File: config.mk
export PLATFORM = sky130hd
export DESIGN_NAME = fir_ts_sequencer
export DESIGN_NICKNAME = d
export VERILOG_FILES = /design/src/rtl/fir_ts_pkg.sv /design/src/rtl/fir_ts_sequencer_rate_gen.sv /design/src/rtl/fir_ts_sequencer.sv
export SDC_FILE = /design/constraint.sdc
export NUM_CORES = 1
export LEC_CHECK = 0
export ABC_AREA = 0
export CAP_MARGIN = 25
export CELL_PAD_IN_SITES_DETAIL_PLACEMENT = 1
export CELL_PAD_IN_SITES_GLOBAL_PLACEMENT = 1
export CORE_ASPECT_RATIO = 1.5
export CORE_MARGIN = 5
export CORE_UTILIZATION = 25
export CTS_BUF_LIST = sky130_fd_sc_hd__clkbuf_16
export CTS_CLUSTER_SIZE = 28
export DETAILED_ROUTE_END_ITERATION = 16
export PLACE_DENSITY_LB_ADDON = 0.08
export SLEW_MARGIN = 0
export SYNTH_ARGS = -nofsm -noshare
export SYNTH_HDL_FRONTEND = slang
export SYNTH_SLANG_ARGS = --single-unit
File: constraint.sdc
create_clock -name clk -period 1.56 [get_ports clk]
set_input_delay 0.39 -clock clk [delete_from_list [all_inputs] [get_ports clk]]
set_output_delay 0.39 -clock clk [all_outputs]
set_load 0.05 [all_outputs]
File: src/rtl/fir_ts_pkg.sv
// Shared definitions for the time-shared FIR sequencer and datapath.
package fir_ts_pkg;

    typedef enum logic [1:0] {
        IDLE = 2'd0,
        FILL = 2'd1,
        RUN  = 2'd2
    } state_t;

    localparam int DEF_PHASES          = 4;
    localparam int DEF_SAMPLES_PER_SYM = 4;
    localparam int DEF_FILL_SAMPLES    = 67;
    localparam int PHASE_W             = $clog2(DEF_PHASES);

    // Counter width that stays at least one bit for degenerate counts.
    function automatic int cnt_width(input int n);
        return (n > 1) ? $clog2(n) : 1;
    endfunction

endpackage

File: src/rtl/fir_ts_sequencer_rate_gen.sv
// Phase counter, sample counter and sample/symbol strobe generation.
module ts_rate_gen
    import fir_ts_pkg::*;
#(
    parameter int PHASES          = DEF_PHASES,
    parameter int SAMPLES_PER_SYM = DEF_SAMPLES_PER_SYM
) (
    input  logic                      clk,
    input  logic                      reset,
    input  logic                      enable,
    input  logic                      clear,
    output logic                      sam_clk_en,
    output logic                      sym_clk_en,
    output logic [$clog2(PHASES)-1:0] phase
);

    localparam int PW = $clog2(PHASES);
    localparam int SW = cnt_width(SAMPLES_PER_SYM);
    localparam logic [PW-1:0] PHASE_PRE = PW'(PHASES - 2);
    localparam logic [SW-1:0] SAM_LAST  = SW'(SAMPLES_PER_SYM - 1);

    logic [SW-1:0] sam_cnt;
    logic          pre_strobe;

    // Strobes are registered, so they are decided one phase ahead of PHASES-1.
    assign pre_strobe = enable && (phase == PHASE_PRE);

    always_ff @(posedge clk) begin
        if (reset) begin
            phase      <= '0;
            sam_cnt    <= '0;
            sam_clk_en <= 1'b0;
            sym_clk_en <= 1'b0;
        end else begin
            phase      <= enable ? phase + PW'(1) : '0;
            sam_clk_en <= pre_strobe;
            sym_clk_en <= pre_strobe && (sam_cnt == SAM_LAST);
            if (clear) begin
                sam_cnt <= '0;
            end else if (sam_clk_en) begin
                sam_cnt <= (sam_cnt == SAM_LAST) ? '0 : sam_cnt + SW'(1);
            end
        end
    end

endmodule

File: src/rtl/fir_ts_sequencer.sv
// Sequencer for the 4-phase time-shared FIR: FSM, fill tracking and bank control.
// Optional BANK_REFILL_EN: a bank change in RUN re-enters FILL so y_valid never covers mixed banks.
module fir_ts_sequencer
    import fir_ts_pkg::*;
#(
    parameter int PHASES          = DEF_PHASES,
    parameter int SAMPLES_PER_SYM = DEF_SAMPLES_PER_SYM,
    parameter int FILL_SAMPLES    = DEF_FILL_SAMPLES
) (
    input  logic                      clk,
    input  logic                      reset,
    input  logic                      run,
    input  logic [1:0]                sw,
    output logic                      sam_clk_en,
    output logic                      sym_clk_en,
    output logic [$clog2(PHASES)-1:0] phase,
    output logic                      acc_clr,
    output logic [1:0]                coeff_bank,
    output logic                      y_valid,
    output logic [1:0]                state
);

    localparam int FW = cnt_width(FILL_SAMPLES);
    localparam logic [FW-1:0] FILL_LAST = FW'(FILL_SAMPLES - 1);

    state_t        state_q;
    logic [FW-1:0] fill_cnt;
    logic          bank_change;
    logic          go_idle;
    logic          refill;

    assign bank_change = sym_clk_en && (sw != coeff_bank);
    assign go_idle     = sam_clk_en && !run && (state_q != IDLE);

`ifdef BANK_REFILL_EN
    assign refill = bank_change && run && (state_q == RUN);
`else
    assign refill = 1'b0;
`endif

    ts_rate_gen #(
        .PHASES          (PHASES),
        .SAMPLES_PER_SYM (SAMPLES_PER_SYM)
    ) u_rate_gen (
        .clk        (clk),
        .reset      (reset),
        .enable     (state_q != IDLE),
        .clear      (go_idle || refill),
        .sam_clk_en (sam_clk_en),
        .sym_clk_en (sym_clk_en),
        .phase      (phase)
    );

    assign acc_clr = (phase == '0);
    assign state   = state_q;

    // A dropped run is only honoured at a sample strobe so the last sample completes.
    always_ff @(posedge clk) begin
        if (reset) begin
            state_q    <= IDLE;
            fill_cnt   <= '0;
            coeff_bank <= 2'd0;
            y_valid    <= 1'b0;
        end else begin
            if (bank_change) begin
                coeff_bank <= sw;
            end
            case (state_q)
                IDLE: begin
                    fill_cnt <= '0;
                    y_valid  <= 1'b0;
                    if (run) begin
                        state_q <= FILL;
                    end
                end
                FILL: begin
                    if (go_idle) begin
                        state_q  <= IDLE;
                        fill_cnt <= '0;
                        y_valid  <= 1'b0;
                    end else if (sam_clk_en) begin
                        if (fill_cnt == FILL_LAST) begin
                            state_q  <= RUN;
                            fill_cnt <= '0;
                            y_valid  <= 1'b1;
                        end else begin
                            fill_cnt <= fill_cnt + FW'(1);
                        end
                    end
                end
                RUN: begin
                    if (go_idle) begin
                        state_q  <= IDLE;
                        fill_cnt <= '0;
                        y_valid  <= 1'b0;
                    end else if (refill) begin
                        state_q  <= FILL;
                        fill_cnt <= '0;
                        y_valid  <= 1'b0;
                    end
                end
                default: begin
                    state_q  <= IDLE;
                    fill_cnt <= '0;
                    y_valid  <= 1'b0;
                end
            endcase
        end
    end

endmodule
### Yosys cells after proc, flatten, opt, wreduce, memory -nomap -nowiden

Cells that the tools add are included.

* bits in registers: 18
* logic and storage cells: 53
* bits of input ports: 5
* output and inout bits: 10

* equality and inequality tests: 10
* bitwise operators: 1
* add/subtract/negate cells: 3
* reduce and logical (&&, ||, !) cells: 14
* mux-type cells: 17

Operators with widths (number)
* 2-to-1 mux 7 bit: 4
* case mux 7 bit (2 select lines): 1
* 2-to-1 mux 2 bit: 6
* adder 7 x 1 -> 7 bit, second input constant: 1
* == test 7 bit, second input constant: 1
* == test 2 bit, second input constant: 3
* case mux 2 bit (3 select lines): 1
* logical AND 1 bit: 5
* adder 2 x 1 -> 2 bit, second input constant: 2
* zero test 2 bit: 2
* 2-to-1 mux 1 bit: 4
* != test 2 bit, second input constant: 2
* AND reduction 4 bit: 1
* OR reduction 2 bit: 2
* != test 3 x 2 -> 1 bit, second input constant: 1
* != test 3 bit, second input constant: 1
* AND reduction 3 bit: 1
* == test 2 x 1 -> 1 bit, second input constant: 1
* != test 2 bit: 1
* case mux 1 bit (2 select lines): 1
* AND reduction 2 bit: 1
* nonzero test 2 bit: 1
* zero test 1 bit: 1
* NOT 1 bit: 1

### Depth between registers and ports, before layout

Gate-level depths: netlist of run 1.

* word-level depth: 5
* mapped depth: 6
* gate-level depth less buffers: 6

### Cells and area by module

Synthesis of run 1 repeated with hierarchy kept, for this count alone.

* cell total of the unflattened synthesis: 92
* area total of the unflattened synthesis: 849.6 µm²

Modules (own cells, without submodules)
* fir_ts_sequencer: area an instance 629.4 µm², cells an instance 73, seq. area each 240.2 µm², times used 1
* ts_rate_gen: area an instance 220.2 µm², cells an instance 19, seq. area each 120.1 µm², times used 1

### Worst setup path before layout of run 1

Ideal clock, no wire load.

* kind: register to register
* start point: register state_q[0] (netlist: state[0])
* end point: register fill_cnt[6]
* path buffers: 0
* cell stages (with the launch flop): 5
* data arrival time: 1.561 ns
* setup slack: -0.071 ns
* cell sequence: dfxtp_1 nand3b_1 o211ai_2 or3_1 a21oi_1

* cells in the longest elaborated chain, start to end: 4
* elaborated cells between the ends (all ways): 9

Ends and longest elaborated chain
* from (decl): line fir_ts_sequencer.sv:26 `state_t state_q;`
* from (signal assigned): line fir_ts_sequencer.sv:60 `state_q <= IDLE;`
* from (signal assigned): line fir_ts_sequencer.sv:73 `state_q <= FILL;`
* from (signal assigned): line fir_ts_sequencer.sv:78 `state_q <= IDLE;`
* nonzero test 2 bit: line fir_ts_sequencer.sv:33 `assign go_idle = sam_clk_en && !run && (state_q != IDLE);`
* logical AND 1 bit: line fir_ts_sequencer.sv:33
* 2-to-1 mux 7 bit (tied with other cells): line fir_ts_sequencer.sv:77 `if (go_idle) begin`
* case mux 7 bit (2 select lines) or AND reduction 2 bit (tied branches)
* to (signal assigned): line fir_ts_sequencer.sv:87 `fill_cnt <= fill_cnt + FW'(1);`
* to (decl): line fir_ts_sequencer.sv:27 `logic [FW-1:0] fill_cnt;`

Parallel ways exist; a longest one is shown, timed or not.
A chain may end at the register's enable or synchronous reset.

### Final worst setup path of run 1

* start point: register u_rate_gen.phase[0]
* end point: output acc_clr

* cells in the longest elaborated chain, start to end: 1

Ends and longest elaborated chain
* from (decl): line fir_ts_sequencer_rate_gen.sv:14 `output logic [$clog2(PHASES)-1:0] phase`
* from (signal assigned): line fir_ts_sequencer_rate_gen.sv:35 `phase <= enable ? phase + PW'(1) : '0;`
* zero test 2 bit: line fir_ts_sequencer.sv:54 `assign acc_clr = (phase == '0);`
* to (decl): line fir_ts_sequencer.sv:17 `output logic acc_clr,`

No other way between the ends.

==> metrics, run 1 <==
WL per Instance 12.94 microns; Hold Crit Class register to register; # IOs 15; Layout Nets 124; ys async rst share 0%; Worst IR Drop VDD 0.0004150 V; critical-path cell list inv_1 -> ha_1 -> buf_12; worst slack at placement -0.2335 ns; final setup violating endpoints 0; cell taking the most area after synthesis dfxtp_1; status finished clean; register area 362.8 sq um; Critical Path RT 1.17 ns; PnR worst setup slack 0.06181 ns; vias 700; Netlist cell types 28; Reg clk slew, reported paths 0.05 ns; DRT Pass-1 Iters 2; CTS buffer count 3; diode count 0; min-delay src u_rate_gen.sam_cnt[1]$_SDFFE_PP0P_; DRT iter0 DRCs 4; Top Family by Delay on Critical Path flip-flops; root buffer cell clkbuf_16; area of the core 0.003128 sq mm; Rows 25; Syn Inst Count 87; cell leakage power 0.4913 nW; synthesized flop and latch total 18; post-synth top area share 44.79%; commonest non-fill, non-tap cell in the layout dfxtp_1; commonest non-fill, non-tap cells in the layout dfxtp_1 (16), nor2_1 (14), buf_12 (10), buf_4 (10), ha_1 (5); Clock Latency Late Sink 0.25 ns; Most used DFF post-synth dfxtp_1; Avg Synthesized Cell Area 9.247 sq um; die area 0.004476 sq mm; Worst-Margin Slew 0.3619 ns; Min Hold Slack 0.4810 ns; sequential fraction of the synthesis area 44.79%; Reg2Reg Depth 4; max cap viols 0; Port Buffer Count 14; Critical Path Start u_rate_gen.phase[0]$_SDFF_PP0_; CP max-delay cell dfxtp_1; layout cell share with drive strength beyond 1 26.79%; initial antenna violation count 0; detailed placement HPWL 1.553 mm; Max Freq 667.5 MHz; synthesized net count 97; M1 wire length 702 microns; Yosys Warn Count 0; drt drc 0; hold endpoint u_rate_gen.sam_cnt[1]$_SDFFE_PP0P_; final hold violations 0; All-Layer GR Usage 9.866%; Startpoint Class register; fin crit period 1.498 ns; CP Max Fanout 3; starting density of the core 25.72%; multi-input logic area 431.7 sq um; final wirelength 1.967 mm; WHS Path Cells 2; EDFF count, synth 0; clk_skew 0.002041 ns; ANT nets after route 0; first-pass GRT wire length 3.381 mm; vias in the first global route 743; Pwr Density 867.1 mW/mm^2; RD Place Congestion 0.7294; total number of H-tree levels 1; max-slew violations 0; Largest stage delay, worst path 0.39 ns; Highest Signal Layer met4; Reg2Reg Setup Slack 0.12 ns; max_slew headroom 75.76%; fin crit share 96.04%; post-synthesis cell area 804.5 sq um; Syn-to-layout area delta 56.14%; routed wl met2 1.127 mm; die span in y 79.48 microns; Critical R2R Capture fill_cnt[5]$_SDFFE_PP0P_; worst-case clock buffer depth 2; vias per cell 4.605; largest cells by area after synthesis dfxtp_1 (45%), ha_1 (7.8%), nor2_1 (6.5%); critical path arrival 1.11 ns; Reg2Reg Launch Point state[1]$_SDFFE_PP0P_; unrepaired setup endpoints after global routing no; fillers 365; Crit. End Element output port; Crit Path Category register to output port; Die X 56.32 microns; metal3 WL 97 microns; largest net degree at the start of global routing 10; TritonCTS clock tree built; total grt overflow 0; # clock sinks 18; Buf+Inv Stages, Crit Path 2
==> worst max path at each step <==
stage                     depth (start not counted)  slack, ns                       end
after floorplan                                   4       0.02  fill_cnt[6]$_SDFFE_PP0P_
after global placement                            5      -0.21  fill_cnt[5]$_SDFFE_PP0P_
final                                             3       0.06                   acc_clr
after CTS                                         6     -0.009     state[0]$_SDFFE_PP0P_
after detailed placement                          5      -0.23  fill_cnt[5]$_SDFFE_PP0P_
after global routing                              3      0.009                   acc_clr
==> sequential cells by signal, indices dropped and copies added (netlist names) <==
register	count
coeff_bank	2
fill_cnt	7
state	2
u_rate_gen.phase	2
u_rate_gen.sam_clk_en	1
u_rate_gen.sam_cnt	2
u_rate_gen.sym_clk_en	1
y_valid	1
==> cell families (layout without fill, tap and decap cells) <==
| family | count (synthesis) | count (layout) | share of synthesized area (%) |
|---|---|---|---|
| fa+ha+maj | 5 | 5 | 7.776 |
| buf+inv | 7 | 32 | 3.733 |
| flops | 18 | 18 | 44.79 |
| mux | 3 | 3 | 3.733 |
| xor+xnor | 5 | 5 | 6.378 |
| simple gates | 34 | 34 | 20.69 |
| compound gates | 15 | 15 | 12.91 |
==> layer usage <==
| metal | vias up | track usage, % |
|---|---|---|
| met5 | - | 0 |
| met4 | 0 | 4.988 |
| met3 | 5 | 3.722 |
| met2 | 11 | 18.38 |
| met1 | 334 | 9.216 |
| li1 | 350 | - |
==> power breakdown <==
part	switching (mW)	leakage (nW)	internal, mW
combinational	0.0511	0.308	0.0514
clock	0.173	0.0370	0.337
sequential	0.00943	0.146	0.467
total	0.234	0.491	0.855
==> synthesized netlist by cell type (2+ instances only) <==
cell and instances:
mux2i_1 3, nor3_1 2, o211ai_1 4, nor2_1 14, o21ai_0 2, ha_1 5, xor2_1 3, inv_1 5
dfxtp_1 18, nand2_1 5, nand2b_1 2, or3_1 2, and3_1 3, and2_1 2, a21oi_1 4
==> area by class of cell <==
type / instances / share of cell area, %
timing repair buffer: 24 / 25.30
clock buffer: 3 / 5.976
multi-input combinational: 62 / 34.36
sequential: 18 / 28.88
tap: 40 / 3.984
inverter: 5 / 1.494
==> what timing repair did <==
item,4_1_cts,5_1_grt
pin swaps,0,4
setup endpoints to repair,7,9
setup buffers,0,1
gates resized for setup,1,4
hold buffers,0,0
endpoints found under the hold margin,0,0
==> tightest hold or removal path: stages, from the launching register on <==
cell and delay, ns:
dfxtp_1 0.31, nand2b_1 0.07, a21oi_1 0.05
==> per-stage QoR <==
| step | cells | util, % | area, sq um | setup TNS (ns) | total power, mW |
|---|---|---|---|---|---|
| 2_1_floorplan | 87 | - | 807.0 | 0 | 0.5317 |
| 3_3_place_gp | 148 | 36.88 | 1154 | -1.413 | 0.5888 |
| 3_5_place_dp | 148 | 36.88 | 1154 | -1.552 | 0.5894 |
| 4_1_cts | 151 | 39.36 | 1231 | -0.008770 | 1.106 |
| 5_1_grt | 152 | 40.16 | 1256 | 0 | 1.133 |
| 6_report | 152 | 40.16 | 1256 | 0 | 1.089 |
(Power assumes the default switching activity.)
==> run 2: changes to the inputs <==
Settings changed: PLACE_DENSITY_LB_ADDON 0.08 to 0.3.
==> run 2 against run 1 <==
Against the previous run: worst setup slack better by 0.026 ns; power fell by 0.18%; design area decreased by 2.1%; via count stayed put; sequential share of layout area is 0.72 points higher; sequential power hardly changed; cell count down 1.3%; largest cell class unchanged; utilization fell by 0.84 points; global-route usage up 0.64 points; largest power group unchanged; clock skew grew 0.00082 ns; die area did not move; first-iteration DRC count shrank 75%.
==> metrics, run 2 (synthesis gave the netlist of run 1 again) <==
All-Layer GR Usage 10.51% (+0.64 points); vias 700 (unchanged); fin crit period 1.472 ns (-0.02595 ns); Layout Nets 121 (-2.4%); total number of H-tree levels 1 (unchanged); Max Freq 679.2 MHz (+1.8%); worst slack at placement -0.1901 ns (+0.04341 ns); worst-case clock buffer depth 2 (unchanged); RD Place Congestion 0.6818 (-6.5%); clk_skew 0.002861 ns (+0.0008205 ns); WL per Instance 13.89 microns (+7.4%); total grt overflow 0 (unchanged); final hold violations 0 (unchanged); first-pass GRT wire length 3.705 mm (+9.6%); max cap viols 0 (unchanged); Clock Latency Late Sink 0.24 ns (about the same); # placed instances 146 (-1.4%); layout cell share with drive strength beyond 1 24.55% (-2.2 points); commonest non-fill, non-tap cells in the layout dfxtp_1 (15), nor2_1 (14), buf_12 (10); commonest non-fill, non-tap cell in the layout dfxtp_1; Reg clk slew, reported paths 0.05 ns (about the same); Worst-Margin Slew 0.3907 ns (+0.02876 ns); switching pwr 0.2311 mW (-1.1%); initial antenna violation count 0 (unchanged); clock network power share 46.8% (about the same); CTS buffer count 3 (unchanged); Startpoint Class register; non-filler instance count after layout 150 (-1.3%); Worst IR Drop VDD 0.0006755 V (+63%); critical path arrival 1.08 ns (-0.03 ns); largest reg by FF count fill_cnt; status finished clean; PnR worst setup slack 0.08776 ns (+0.02595 ns); vias in the first global route 766 (+3.1%); TritonCTS clock tree built; fin crit share 94.37% (-1.7 points); Min Hold Slack 0.4913 ns (+0.01022 ns); power after layout 1.087 mW (-0.18%); final setup violating endpoints 0 (unchanged); Rows 25 (unchanged); max-slew violations 0 (unchanged); Crit Path Category register to output port; largest net degree at the start of global routing 11 (+1); DRT Pass-1 Iters 4 (+2); Hold Crit Class register to register; starting density of the core 25.72% (unchanged); die area 0.004476 sq mm (unchanged); Pwr Density 884.0 mW/mm^2 (+2.0%); vias per cell 4.667 (+1.3%); final wirelength 2.084 mm (+5.9%); # IOs 15 (unchanged); drt drc 0 (unchanged); switching share of power 21.26% (-0.21 points); detailed placement HPWL 1.698 mm (+9.3%); root buffer cell clkbuf_16; CP Max Fanout 3 (unchanged); area of the core 0.003128 sq mm (unchanged); internal power 0.8561 mW (about the same); number of flip-flops in the largest register 7 (unchanged); Critical Path RT 1.17 ns (about the same); cell leakage power 0.4787 nW (-2.6%); die span in y 79.48 microns (unchanged); fillers 357 (-2.2%); Logic pwr share 9.4% (about the same); # clock sinks 18 (unchanged); unrepaired setup endpoints after global routing no; Reg power frac 43.8% (about the same); Crit. End Element output port; max_slew headroom 73.86% (-1.9 points); diode count 0 (unchanged); Die X 56.32 microns (unchanged); Syn-to-layout area delta 52.88%; Port Buffer Count 14 (unchanged); ANT nets after route 0 (unchanged); DRT iter0 DRCs 1 (-3)
==> run 2: per-layer routing <==
layer	up-vias	global-route usage, %	share of wire, %
li1	346	-	-
met1	340	10.90	39
met2	12	20.61	56
met3	2	2.427	3.3
met4	0	2.850	0.67
met5	-	0	0
==> run 2: layout make-up <==
class | instances | area (sq um) | share of cell area [%]
tap | 40 | 50.05 | 4.069
clock buffer | 3 | 75.07 | 6.104
multi-input combinational | 62 | 422.9 | 34.38
sequential | 18 | 364.1 | 29.60
inverter | 5 | 18.77 | 1.526
clock inverter | 1 | 3.754 | 0.3052
timing repair buffer | 21 | 295.3 | 24.01
==> run 2: stage by stage <==
| stage | setup TNS (ns) | utilization (%) | cell area, sq um |
|---|---|---|---|
| after detailed placement | -1.242 | 36.40 | 1139 |
| final | 0 | 39.32 | 1230 |
| after global routing | 0 | 39.32 | 1230 |
| after global placement | -1.015 | 36.40 | 1139 |
| after CTS | 0 | 39.00 | 1220 |
| after floorplan | 0 | - | 807.0 |
==> run 2: power by group through the flow <==
stage               Clock [mW]  Combinational (mW)  Sequential [mW]
finish                   0.509               0.102            0.476
global route             0.551               0.109            0.477
CTS                      0.527               0.103            0.476
detailed placement           0               0.102            0.486
global placement             0              0.0993            0.485
floorplan                    0              0.0345            0.497
==> run 2: worst max-delay path, cell delays in order, from the launching register on <==
cell     delay [ns]
dfxtp_2        0.37
inv_1          0.08
ha_1           0.23
buf_12         0.15
==> run 2: path summary, 6_finish.rpt <==
path | slack, ns | depth (start not counted) | from | to
max | 0.09 | 3 | u_rate_gen.phase[0]$_SDFF_PP0_ | acc_clr
min | 0.49 | 1 | u_rate_gen.phase[0]$_SDFF_PP0_ | u_rate_gen.phase[0]$_SDFF_PP0_
max reg2reg | 0.12 | 6 | fill_cnt[0]$_SDFFE_PP0P_ | state[0]$_SDFFE_PP0P_
min reg2reg | 0.49 | 1 | u_rate_gen.phase[0]$_SDFF_PP0_ | u_rate_gen.phase[0]$_SDFF_PP0_
==> run 2: repair_timing <==
action	CTS	global route
pin swaps	0	2
setup buffers	0	0
resized for setup	1	3
setup endpoints to repair	7	10
hold buffers	0	0
